[config.mk]
export PLATFORM = sky130hd
export DESIGN_NAME = stim_pulse_sequencer
export DESIGN_NICKNAME = d
export VERILOG_FILES = /design/src/rtl/stim_pulse_sequencer.sv
export SDC_FILE = /design/constraint.sdc
export NUM_CORES = 1
export LEC_CHECK = 0
export CORE_UTILIZATION = 50
export CTS_BUF_LIST = sky130_fd_sc_hd__clkbuf_4
export DETAILED_ROUTE_END_ITERATION = 6
export HOLD_SLACK_MARGIN = 0.1
export PLACE_DENSITY_LB_ADDON = 0.05
export SLEW_MARGIN = 30
export SYNTH_ARGS = -nofsm -noshare
export SYNTH_HDL_FRONTEND = slang
export SYNTH_SLANG_ARGS = --single-unit
[constraint.sdc]
create_clock -name clk -period 8.9 [get_ports clk]
set_clock_uncertainty 0.05 [all_clocks]
set_input_delay 1.78 -clock clk [delete_from_list [all_inputs] [get_ports clk]]
set_output_delay 1.78 -clock clk [all_outputs]
set_load 0.01 [all_outputs]
[src/rtl/stim_pulse_sequencer.sv]
// Biphasic stimulation pulse sequencer: runtime phase timing, channel sweep,
// triangular magnitude ramp, finite bursts and graceful stop.
module stim_pulse_sequencer #(
    parameter int MAG_W  = 5,
    parameter int CH_W   = 2,
    parameter int NUM_CH = 4,
    parameter int CNT_W  = 16,
    parameter int PPC_W  = 8,
    parameter int NP_W   = 16
) (
    input  logic             clk,
    input  logic             rst,
    input  logic             enable,
    input  logic             ramping,
    input  logic             ch_sweeping,
    input  logic [CH_W-1:0]  ch_up,
    input  logic [CH_W-1:0]  ch_down,
    input  logic [MAG_W-1:0] mag_target,
    input  logic [CNT_W-1:0] t_rest,
    input  logic [CNT_W-1:0] t_en,
    input  logic [CNT_W-1:0] t_cat,
    input  logic [CNT_W-1:0] t_ipd,
    input  logic [CNT_W-1:0] t_ano,
    input  logic [CNT_W-1:0] t_dly,
    input  logic [CNT_W-1:0] t_dis,
    input  logic [PPC_W-1:0] pulses_per_ch,
    input  logic [NP_W-1:0]  num_pulses,
    output logic             en_st,
    output logic             cat_st,
    output logic             ano_st,
    output logic             dis_st,
    output logic [CH_W-1:0]  ch_sel_u_st,
    output logic [CH_W-1:0]  ch_sel_d_st,
    output logic [MAG_W-1:0] mag_st,
    output logic             busy,
    output logic             pulse_strobe,
    output logic             done
);
    // k must hold both 2M (ramp) and pulses_per_ch-1
    localparam int K_W = (MAG_W + 1 > PPC_W) ? MAG_W + 1 : PPC_W;

    typedef enum logic [3:0] {
        S_IDLE, S_REST, S_EN_PRE, S_CAT, S_IPD, S_ANO, S_DLY, S_DIS, S_EN_POST
    } state_t;

    state_t state, state_nx;

    logic             cfg_ramping, cfg_sweeping;
    logic [MAG_W-1:0] cfg_mag;
    logic [CNT_W-1:0] cfg_t_rest, cfg_t_en, cfg_t_cat, cfg_t_ipd, cfg_t_ano, cfg_t_dly, cfg_t_dis;
    logic [PPC_W-1:0] cfg_ppc;
    logic [NP_W-1:0]  cfg_np;

    logic [CNT_W-1:0] cnt, cur_len;
    logic [K_W-1:0]   k, k_nx, ppc_m1;
    logic [NP_W-1:0]  pcnt;
    logic             armed, stop_req;
    logic             phase_last, k_last, burst_end, start, post_exit;

    function automatic logic [MAG_W-1:0] ramp_mag(input logic [K_W-1:0] idx,
                                                  input logic [MAG_W-1:0] m);
        logic [K_W-1:0] m_k;
        logic [K_W-1:0] diff;
        m_k  = K_W'(m);
        diff = (m_k << 1) - idx;
        if (idx <= m_k) return idx[MAG_W-1:0];
        return diff[MAG_W-1:0];
    endfunction

    always_comb begin
        cur_len = '0;
        case (state)
            S_REST:              cur_len = cfg_t_rest;
            S_EN_PRE, S_EN_POST: cur_len = cfg_t_en;
            S_CAT:               cur_len = cfg_t_cat;
            S_IPD:               cur_len = cfg_t_ipd;
            S_ANO:               cur_len = cfg_t_ano;
            S_DLY:               cur_len = cfg_t_dly;
            S_DIS:               cur_len = cfg_t_dis;
            default:             cur_len = '0;
        endcase
    end

    // A zero-length phase still occupies one cycle
    assign phase_last = (cur_len == '0) || (cnt == cur_len - CNT_W'(1));
    assign ppc_m1     = (cfg_ppc == '0) ? '0 : K_W'(cfg_ppc) - K_W'(1);
    assign k_last     = cfg_ramping ? (k == K_W'({cfg_mag, 1'b0})) : (k == ppc_m1);
    assign k_nx       = k_last ? '0 : k + K_W'(1);
    assign burst_end  = (cfg_np != '0) && (pcnt + NP_W'(1) == cfg_np);

    always_comb begin
        state_nx = state;
        case (state)
            S_IDLE:    if (enable && armed) state_nx = S_REST;
            S_REST: begin
                if (!enable)         state_nx = S_IDLE;
                else if (phase_last) state_nx = S_EN_PRE;
            end
            S_EN_PRE:  if (phase_last) state_nx = S_CAT;
            S_CAT:     if (phase_last) state_nx = S_IPD;
            S_IPD:     if (phase_last) state_nx = S_ANO;
            S_ANO:     if (phase_last) state_nx = S_DLY;
            S_DLY:     if (phase_last) state_nx = S_DIS;
            S_DIS:     if (phase_last) state_nx = S_EN_POST;
            S_EN_POST: begin
                if (phase_last)
                    state_nx = (burst_end || stop_req || !enable) ? S_IDLE : S_REST;
            end
            default:   state_nx = S_IDLE;
        endcase
    end

    assign start     = (state == S_IDLE) && (state_nx == S_REST);
    assign post_exit = (state == S_EN_POST) && phase_last;

    always_ff @(posedge clk or posedge rst) begin
        if (rst) begin
            state        <= S_IDLE;
            cnt          <= '0;
            k            <= '0;
            pcnt         <= '0;
            armed        <= 1'b1;
            stop_req     <= 1'b0;
            cfg_ramping  <= 1'b0;
            cfg_sweeping <= 1'b0;
            cfg_mag      <= '0;
            cfg_t_rest   <= '0;
            cfg_t_en     <= '0;
            cfg_t_cat    <= '0;
            cfg_t_ipd    <= '0;
            cfg_t_ano    <= '0;
            cfg_t_dly    <= '0;
            cfg_t_dis    <= '0;
            cfg_ppc      <= '0;
            cfg_np       <= '0;
            en_st        <= 1'b0;
            cat_st       <= 1'b0;
            ano_st       <= 1'b0;
            dis_st       <= 1'b0;
            ch_sel_u_st  <= '0;
            ch_sel_d_st  <= '0;
            mag_st       <= '0;
            busy         <= 1'b0;
            pulse_strobe <= 1'b0;
            done         <= 1'b0;
        end else begin
            state <= state_nx;

            if (state == S_IDLE || state_nx != state) cnt <= '0;
            else                                     cnt <= cnt + CNT_W'(1);

            // Re-arm only after enable has been seen low following a finished burst
            if (post_exit && burst_end) armed <= 1'b0;
            else if (!enable)           armed <= 1'b1;

            if (state == S_IDLE)                         stop_req <= 1'b0;
            else if (!enable && state != S_REST)         stop_req <= 1'b1;

            if (start) begin
                cfg_ramping  <= ramping;
                cfg_sweeping <= ch_sweeping;
                cfg_mag      <= mag_target;
                cfg_t_rest   <= t_rest;
                cfg_t_en     <= t_en;
                cfg_t_cat    <= t_cat;
                cfg_t_ipd    <= t_ipd;
                cfg_t_ano    <= t_ano;
                cfg_t_dly    <= t_dly;
                cfg_t_dis    <= t_dis;
                cfg_ppc      <= pulses_per_ch;
                cfg_np       <= num_pulses;
                k            <= '0;
                pcnt         <= '0;
                mag_st       <= ramping ? '0 : mag_target;
                ch_sel_u_st  <= ch_up;
                ch_sel_d_st  <= ch_sweeping ? '0 : ch_down;
            end

            if (post_exit) pcnt <= pcnt + NP_W'(1);

            // Magnitude and lower channel only move between pulses
            if (post_exit && state_nx == S_REST) begin
                k      <= k_nx;
                mag_st <= cfg_ramping ? ramp_mag(k_nx, cfg_mag) : cfg_mag;
                if (k_last && cfg_sweeping)
                    ch_sel_d_st <= (ch_sel_d_st == CH_W'(NUM_CH - 1)) ? '0
                                                                      : ch_sel_d_st + CH_W'(1);
            end

            en_st        <= (state_nx != S_IDLE) && (state_nx != S_REST);
            cat_st       <= (state_nx == S_CAT);
            ano_st       <= (state_nx == S_ANO);
            dis_st       <= (state_nx == S_DIS);
            busy         <= (state_nx != S_IDLE);
            pulse_strobe <= (state_nx == S_CAT) && (state != S_CAT);
            done         <= post_exit && burst_end;
        end
    end
endmodule

Word-level counts from Yosys, hierarchy flattened
Cells that the tools add are included.
{ "word_totals": {"regBits": 205, "latch_bits": 0, "ram_bits": 0, "rom_bits": 0, "in_bits": 150, "out_inout_bits": 16, "word_cells": 120, "mem_count": 0} }
{ "op_classes": {"add_sub_neg": 7, "mul": 0, "div_mod_pow": 0, "order_cmp": 1, "n_eq_ne": 22, "n_shift": 0, "mux": 38, "n_bitwise": 0, "n_reduce_logical": 24} }
{ "op_table": {"columns": ["op", "count"], "rows": [
  ["$pmux W16 S7", 1],
  ["$mux W16", 3],
  ["$mux W4", 10],
  ["$pmux W4 S9", 1],
  ["$add A16 B1 Y16 const B", 2],
  ["$eq A16 B16 Y1", 2],
  ["$mux W8", 4],
  ["$mux W5", 6],
  ["$eq A4 B3 Y1 const B", 6],
  ["$logic_not A16 Y1", 1],
  ["$reduce_bool A16 Y1", 1],
  ["$sub A16 B1 Y16 const B", 1],
  ["$eq A4 B2 Y1 const B", 3],
  ["$logic_and A1 B1 Y1", 10],
  ["$mux W2", 5],
  ["$add A8 B1 Y8 const B", 1],
  ["$eq A4 B1 Y1 const B", 2],
  ["$eq A8 B6 Y1", 1],
  ["$eq A8 B8 Y1", 1],
  ["$le A8 B5 Y1", 1],
  ["$logic_not A8 Y1", 1],
  ["$mux W1", 8],
  ["$ne A4 B1 Y1 const B", 2],
  ["$sub A8 B1 Y8 const B", 1],
  ["13 further kinds", 18]
]} }

Longest topological paths before layout
Gate-level depths: netlist (run 1).
{ "depth": {"word_depth": 15, "mapped_depth": 22, "mapped_depth_nobuf": 22} }

Worst setup path after synthesis (run 1)
OpenSTA, ideal clock, no wires.
{ "synth_timing": {"path_kind": "reg-to-reg", "from": "reg cfg_ppc[2]", "to": "reg mag_st[4]", "setup_ns": 0.126, "t_arrival_ns": 4.118, "required_time_ns": 8.724, "path_slack_ns": 4.606, "path_stages_with_launch": 22, "n_path_buf": 1, "synth_period_minus_slack_ns": 4.294, "cell_sequence": "dfrtp_1 -> nor4_1 -> and3_1 -> clkbuf_1 -> nor3_1 -> a21oi_1 -> xor2_1 -> nand3_1 -> nor4_2 -> nand2b_1 -> inv_1 -> ha_1 -> nor2b_1 -> o21a_1 -> o21ai_0 -> nand2b_1 -> a21oi_1 -> o22ai_1 -> nand2_1 -> xor2_1 -> a21oi_1 -> a221o_1"} }
{ "synth_via": {"elab_chain_len": 11, "elab_cells_between_ends": 14, "classes_between": "add/sub (2); order compare (1); eq/ne (1); mux (9); reduce/logical (1)"} }
{ "synth_rtl": {"columns": ["item", "line_no", "text"], "rows": [
  ["start, declared", "51", "logic [PPC_W-1:0] cfg_ppc;"],
  ["start signal, assigned", "170", "cfg_ppc <= pulses_per_ch;"],
  ["$sub A8 B1 Y8 / $logic_not A8 Y1 (equally long branches)", "86", "assign ppc_m1 = (cfg_ppc == '0) ? '0 : K_W'(cfg_ppc) - K_W'(1);"],
  ["$mux W8 (*)", "86", null],
  ["$eq A8 B8 Y1 (*)", "87", "assign k_last = cfg_ramping ? (k == K_W'({cfg_mag, 1'b0})) : (k == ppc_m1);"],
  ["$mux W1 (*)", "87", null],
  ["$mux W8 (*)", "88", "assign k_nx = k_last ? '0 : k + K_W'(1);"],
  ["$le A8 B5 Y1", "66", "if (idx <= m_k) return idx[MAG_W-1:0];"],
  ["$mux W1", "66", null],
  ["$mux W1", "182", "if (post_exit && state_nx == S_REST) begin"],
  ["$mux W5 (*)", "67", "return diff[MAG_W-1:0];"],
  ["$mux W5 (*)", "184", "mag_st <= cfg_ramping ? ramp_mag(k_nx, cfg_mag) : cfg_mag;"],
  ["$mux W5 (*)", "182", null],
  ["end signal, assigned", "174", "mag_st <= ramping ? '0 : mag_target;"],
  ["end signal, assigned", "184", null],
  ["end, declared", "34", "output logic [MAG_W-1:0] mag_st,"]
]} }
Every way passes the cells marked *; elsewhere a longest branch is shown, timed or not. The select of a mux whose other input is x is not followed.
A chain may end at the register's enable or synchronous reset.

Worst setup path after layout (run 1)
{ "layout_timing": {"from": "reg state[2]", "to": "reg pcnt[14]"} }
{ "layout_via": {"elab_chain_len": 12, "elab_cells_between_ends": 31, "classes_between": "add/sub (1); eq/ne (10); mux (13); reduce/logical (7)"} }
{ "layout_rtl": {"columns": ["item", "line_no", "text"], "rows": [
  ["start, declared", "46", "state_t state, state_nx;"],
  ["start signal, assigned", "147", "state <= state_nx;"],
  ["$eq A4 B4 Y1 / $eq A4 B2 Y1 (equally long branches)", "72, 93, 114", null],
  ["$reduce_or A2 Y1", "72", "case (state)"],
  ["$pmux W16 S7", "72", null],
  ["$sub A16 B1 Y16", "85", "assign phase_last = (cur_len == '0) || (cnt == cur_len - CNT_W'(1));"],
  ["$eq A16 B16 Y1", "85", null],
  ["$logic_or A1 B1 Y1", "85", null],
  ["$mux W4", "97", "else if (phase_last) state_nx = S_EN_PRE;"],
  ["$mux W4", "96", "if (!enable) state_nx = S_IDLE;"],
  ["$pmux W4 S9", "93", "case (state)"],
  ["$eq A4 B1 Y1", "113", "assign start = (state == S_IDLE) && (state_nx == S_REST);"],
  ["$logic_and A1 B1 Y1", "113", null],
  ["$reduce_bool A2 Y1 (no line)", null, null],
  ["end signal, assigned", "179", "if (post_exit) pcnt <= pcnt + NP_W'(1);"],
  ["end, declared", "56", "logic [NP_W-1:0] pcnt;"]
]} }
Parallel ways exist; a longest one is shown, timed or not.

==> reports/qor.yml, run 1 <==
timing:
  grt_setup_unrepaired: "false"
  timing.setup.tns_ns: 0
  min_period_ns: 5.32
  tightestPinTransition_ns: 0.846
  hold_viol: 0
  setup_viol: 0
  setup_ws_ns: 3.58
  slew-limit-headroom: 0.431
  finalCritPeriodShare: 0.598
  fmax_mhz: 188
  drv_slew: 0
grt:
  grt_max_degree: 128
  track_usage: 0.263
  grt_pass1_vias: 9280
  overflow: 0
  grt_pass1_wl_um: 48600
  antenna_found_initial: 1
finish:
  fillers: 2010
  final_cell_mix: "nand2_1, dfrtp_1, clkdlybuf4s50_1"
  layout.nets: 1634
  multi_input_area_um2: 5740
  area_growth_pct: 21.5
  ff_latch_area_um2: 5130
  final_design_area_no_fill_um2: 13800
  drive_above_1_share: 0.0890
  final_common_cell: "nand2_1"
synthesis:
  avgSynthCellArea_um2: 8.64
  yosysUniqueCellTypes: 79
  synth-seq-cells: 205
  yosysTopAreaCellShare: 0.451
  ys_seq_area_frac: 0.453
  synth_ff_type: "dfrtp_1"
  synthArstFlopShare: 1.00
  synth_nets: 1478
  synthCells: 1311
  ys_warn_count: 0
  synth_area_leaders: "dfrtp_1, nand2_1, xnor2_1"
  synth_area_um2: 11300
  yosysTopAreaCell: "dfrtp_1"
  synth_edf_count: 0
clock_tree:
  cts_buffers: 55
  cts_tree: "done"
  cts_buffer_depth: 3
  holdBufCountCts: 0
  cts.sinks: 205
  cts_resized: 0
  clkTransAtPathRegs_ns: 0.07
  cts_root_buf: "clkbuf_4"
  clock_latency_ns: 0.70
  htree_num_levels: 2
  postCtsSetupBuffers: 0
power:
  leakagePower_nw: 6.65
  power.internal_mw: 2.47
  finalPower_mw: 4.11
  power.density_nw_per_um2: 299
  pwr-share-clk: 0.202
  peakVddDrop_mv: 0.129
  p_comb_frac: 0.399
  switching_share: 0.399
  p_seq_frac: 0.398
  p_sw_mw: 1.64
drt:
  ant_nets: 0
  vias_per_cell: 5.33
  firstDrtPassIters: 7
  drt_iter0_markers: 647
  wl_um: 29800
  wire_per_inst_um: 16.7
  drc: 9
  route.vias.total: 9530
floorplanning:
  dieArea_um2: 23300
  core_um2: 22000
  io_pins: 166
  rows: 54
  die_x_um: 152
  initial_core_util: 0.514
  die_height_um: 152
critical_path:
  arrival_ns: 5.83
  critical_path_class: "reg2reg"
  timing.rr.start: "state[2]"
  path_max_fanout: 31
  startpoint: "state[2]"
  rrSetupSlack_ns: 3.58
  crit_path_start_kind: "register"
  end_kind: "register"
  setup.worst_path.end: "pcnt[14]"
  required_ns: 9.41
  worstReg2RegEnd: "pcnt[14]"
  r2r_cells: 13
placed_design:
  io_buffers: 165
  gp_congestion: 0.872
  hpwl_um: 21300
  placed_cell_area_um2: 13000
  dp_slack_ns: 3.59
outcome:
  failed_checks: "design-rule violations"
  status: "finished, violations left"
hold_path:
  min_path_type: "reg2reg"
run:
  maxCapViolations: 0
## flip-flops by register name, indices dropped and copies added, names as in the netlist, 2 cells and up
signal,cells
cnt,16
ch_sel_u_st,2
k,8
state,4
cfg_t_dly,16
cfg_t_ipd,16
cfg_ppc,8
cfg_mag,5
pcnt,16
cfg_t_cat,16
cfg_t_en,16
ch_sel_d_st,2
cfg_np,16
cfg_t_ano,16
mag_st,5
cfg_t_dis,16
cfg_t_rest,16
## routing by layer
layer,vias to the layer above,track usage,wire [um]
met3,61,0.0475,1950
met4,0,0.0808,678
met5,-,0,0
met1,4448,0.386,14100
li1,4734,-,-
met2,287,0.395,13100
## how the worst min path moves through the flow
| stage | start | end | depth (start not counted) |
|---|---|---|---|
| after detailed placement | cfg_t_dly[4] | cfg_t_dly[4] | 2 |
| after global routing | cfg_t_cat[3] | cfg_t_cat[3] | 2 |
| after CTS | cfg_t_dly[4] | cfg_t_dly[4] | 2 |
| after global placement | cfg_t_en[8] | cfg_t_en[8] | 2 |
| final | cfg_sweeping | cfg_sweeping | 2 |
| after floorplan | cfg_t_ipd[12] | cfg_t_ipd[12] | 2 |
## metrics by stage
| step | std cells | hold WS (ns) | utilization |
|---|---|---|---|
| after floorplan | 1311 | 0.386 | - |
| after global placement | 1690 | 0.408 | 0.592 |
| after detailed placement | 1690 | 0.412 | 0.592 |
| after CTS | 1786 | 0.426 | 0.624 |
| after global routing | 1787 | 0.439 | 0.624 |
| final | 1787 | 0.422 | 0.624 |
## synth_stat cells (all sizes together) (5+ instances only)
library cell and count:
dfrtp 204, xor2 32, nor2 81, and2 8, nand3b 19, a22o 7
a21o 5, a21oi 32, inv 29, or3 5, mux2 6, nand3 34
mux2i 44, a221o 9, nand2b 7, xnor2 52, clkbuf 46, and3 20
buf 27, o22ai 11, nor3 28, or3b 7, nand4 9, o21ai 22
ha 16, a31oi 7, a211oi 10, nor4 14, nand2 456
## kinds of logic after synthesis
logic type	synth area share
AO/OA/AOI/OAI	0.0961
XOR/XNOR	0.0650
adder cells (fa/ha/maj)	0.0194
buffers and inverters	0.0402
flip-flops	0.453
multiplexers	0.0449
AND/OR/NAND/NOR	0.281
## power groups by stage
stage / combinational [mW] / clock (mW) / sequential (mW)
global placement: 1.60 / 0 / 1.65
finish: 1.64 / 0.831 / 1.64
detailed placement: 1.63 / 0 / 1.65
CTS: 1.64 / 0.857 / 1.64
floorplan: 1.29 / 0 / 1.49
global route: 1.83 / 0.904 / 1.69
## layout make-up
| cell class | count | share of cell area |
|---|---|---|
| Multi-Input combinational cell | 1004 | 0.417 |
| Timing Repair Buffer | 172 | 0.125 |
| Inverter | 29 | 0.00882 |
| Clock buffer | 86 | 0.0469 |
| Sequential cell | 205 | 0.373 |
| Tap cell | 280 | 0.0255 |
| Antenna cell | 1 | 0.000182 |
| Clock inverter | 10 | 0.00337 |
## critical path, stage by stage (launching register included)
cell and delay [ns]:
dfrtp_1 0.80, buf_4 0.48, mux2i_1 0.36, nor2_1 0.15, a2111oi_4 0.50, nand2_1 0.16
or3_4 0.43, or3_4 0.41, a2111oi_4 0.31, o2111ai_2 0.29, a21oi_2 0.21, buf_4 0.33
nor2_1 0.25, a221o_1 0.42
No activity file was read; power rests on OpenSTA's default activity.
==> run 2: changes to the inputs <==
clock period = 5.3 ns   (was 8.9 ns; I/O delays follow)
==> run 2 against run 1 <==
  * The flow still finishes with violations (design-rule violations)
  * Die area is the same
  * Sequential power grew 68%
  * Cell area grew 0.71%
  * Worst setup slack lost 3.2 ns
  * Routed wire length grew 1.0%
  * Sequential cell count is the same
  * Combinational power grew 71%
  * First-iteration DRC count shrank 2.5%
  * Worst hold slack gained 0.0036 ns
==> reports/qor.yml, run 2 (synthesized netlist as in run 1, its figures left out) <==
outcome:
  status: "finished, violations left"
  failed_checks: "design-rule violations"
grt:
  antenna_found_initial: 1
  grt_pass1_vias: 9521
  grt_pass1_wl_um: 49800
  grt_max_degree: 120
  overflow: 0
  track_usage: 0.270
finish:
  final_common_cell: "nand2_1"
  stdcell_count: 1796
  final_cell_mix: "nand2_1, dfrtp_1, clkdlybuf4s50_1"
  layout.nets: 1646
  drive_above_1_share: 0.0937
  final_design_area_no_fill_um2: 13900
  area_growth_pct: 22.3
  fillers: 1973
floorplanning:
  io_pins: 166
  die_x_um: 152
  rows: 54
  die_height_um: 152
  dieArea_um2: 23300
  initial_core_util: 0.514
  core_um2: 22000
drt:
  ant_nets: 0
  drc: 9
  firstDrtPassIters: 7
  wl_um: 30100
  wire_per_inst_um: 16.8
  route.vias.total: 9549
  vias_per_cell: 5.32
  drt_iter0_markers: 631
placed_design:
  dp.cells: 1702
  gp_congestion: 0.869
  io_buffers: 165
  dp_slack_ns: 0.465
  hpwl_um: 22100
  placed_cell_area_um2: 13200
clock_tree:
  htree_num_levels: 2
  cts_tree: "done"
  clock_latency_ns: 0.68
  clkTransAtPathRegs_ns: 0.06
  cts_resized: 0
  holdBufCountCts: 0
  cts.sinks: 205
  cts_buffer_depth: 3
  cts_root_buf: "clkbuf_4"
  cts_buffers: 55
  postCtsSetupBuffers: 0
critical_path:
  crit_path_start_kind: "register"
  slowest_stage: "dfrtp_2"
  rrSetupSlack_ns: 0.42
  critPathBufInv: 2
  timing.rr.start: "state[1]"
  worstReg2RegEnd: "pcnt[2]"
  arrival_ns: 5.42
  end_kind: "register"
  critPathTopFamily: "compound AO/OA/AOI/OAI gates"
  required_ns: 5.84
  path_cells: "buf_12 > mux2i_1 > o22ai_1 > a211oi_2 > nand4_2 > or3_4 > or3_4 > a2111oi_4 > o2111ai_2 > a21oi_2 > buf_4 > mux2_1 > mux2i_1"
  critical_path_class: "reg2reg"
  r2r_cells: 13
  path_max_fanout: 34
  slowest_delay_ns: 0.67
timing:
  hold_viol: 0
  tightestPinTransition_ns: 0.812
  grt_setup_unrepaired: "false"
  slew-limit-headroom: 0.459
  setup_ws_ns: 0.424
  finalCritPeriodShare: 0.920
  holdWs_ns: 0.425
  min_period_ns: 4.88
  drv_slew: 0
  setup_viol: 0
  timing.setup.tns_ns: 0
  fmax_mhz: 205
power:
  pwr-share-clk: 0.200
  p_comb_frac: 0.403
  power.internal_mw: 4.18
  power.density_nw_per_um2: 502
  leakagePower_nw: 6.70
  p_sw_mw: 2.77
  p_seq_frac: 0.397
  switching_share: 0.398
  peakVddDrop_mv: 0.217
run:
  maxCapViolations: 0
hold_path:
  holdPathEnd: "cfg_t_dis[8]"
  hp-start: "cfg_t_dis[8]"
  min_path_type: "reg2reg"
  hold_depth: 2
==> run 2: changes by cell type in the layout (fill, tap and decap cells not counted), moves of 2 or more <==
cell | previous run | this run
buf_12 | 0 | 3
buf_4 | 4 | 16
buf_6 | 3 | 0
clkinv_2 | 0 | 2
clkbuf_4 | 86 | 79
==> run 2: worst reg2reg max path, stage by stage (launching register included) <==
cell and delay [ns]:
dfrtp_2 0.67, buf_12 0.27, mux2i_1 0.38, o22ai_1 0.16, a211oi_2 0.43, nand4_2 0.23, or3_4 0.46, or3_4 0.42
a2111oi_4 0.32, o2111ai_2 0.30, a21oi_2 0.30, buf_4 0.31, mux2_1 0.36, mux2i_1 0.14
==> run 2: power groups by stage <==
stage / Sequential [mW] / Clock (mW) / Combinational, mW
floorplan: 2.51 / 0 / 2.17
global placement: 2.78 / 0 / 2.74
detailed placement: 2.78 / 0 / 2.78
CTS: 2.76 / 1.43 / 2.80
global route: 2.85 / 1.51 / 3.14
finish: 2.76 / 1.39 / 2.80
==> run 2: how the worst max path moves through the flow <==
stage / from / to / slack (ns) / depth (start not counted)
after floorplan: cfg_ppc[2] / mag_st[4] / 1.01 / 21
after global placement: state[1] / pcnt[11] / 0.52 / 13
after detailed placement: state[1] / pcnt[2] / 0.46 / 13
after CTS: state[2] / pcnt[2] / 0.45 / 13
after global routing: state[2] / pcnt[2] / 0.1 / 14
final: state[1] / pcnt[2] / 0.42 / 13
==> run 2: per-stage QoR <==
| step | power, mW | utilization |
|---|---|---|
| 3_5_place_dp | 5.56 | 0.598 |
| 5_1_grt | 7.51 | 0.629 |
| 6_report | 6.95 | 0.629 |
| 3_3_place_gp | 5.52 | 0.598 |
| 4_1_cts | 6.99 | 0.629 |
| 2_1_floorplan | 4.68 | - |
==> run 2: layer usage <==
| layer | share of wire | global-route usage | vias to the layer above |
|---|---|---|---|
| met3 | 0.056 | 0.0475 | 51 |
| li1 | - | - | 4752 |
| met1 | 0.48 | 0.391 | 4490 |
| met4 | 0.020 | 0.0798 | 0 |
| met5 | 0 | 0 | - |
| met2 | 0.45 | 0.415 | 256 |
==> run 2: area by class of cell <==
cell class                 instances  area (um^2)  share of cell area
inverter                          29          113             0.00813
multi-input combinational       1004         5740               0.414
sequential                       205         5130               0.371
timing repair buffer             184         1830               0.132
tap                              280          350              0.0253
antenna                            1         2.50            0.000181
clock buffer                      79          593              0.0428
clock inverter                    14         91.3             0.00659
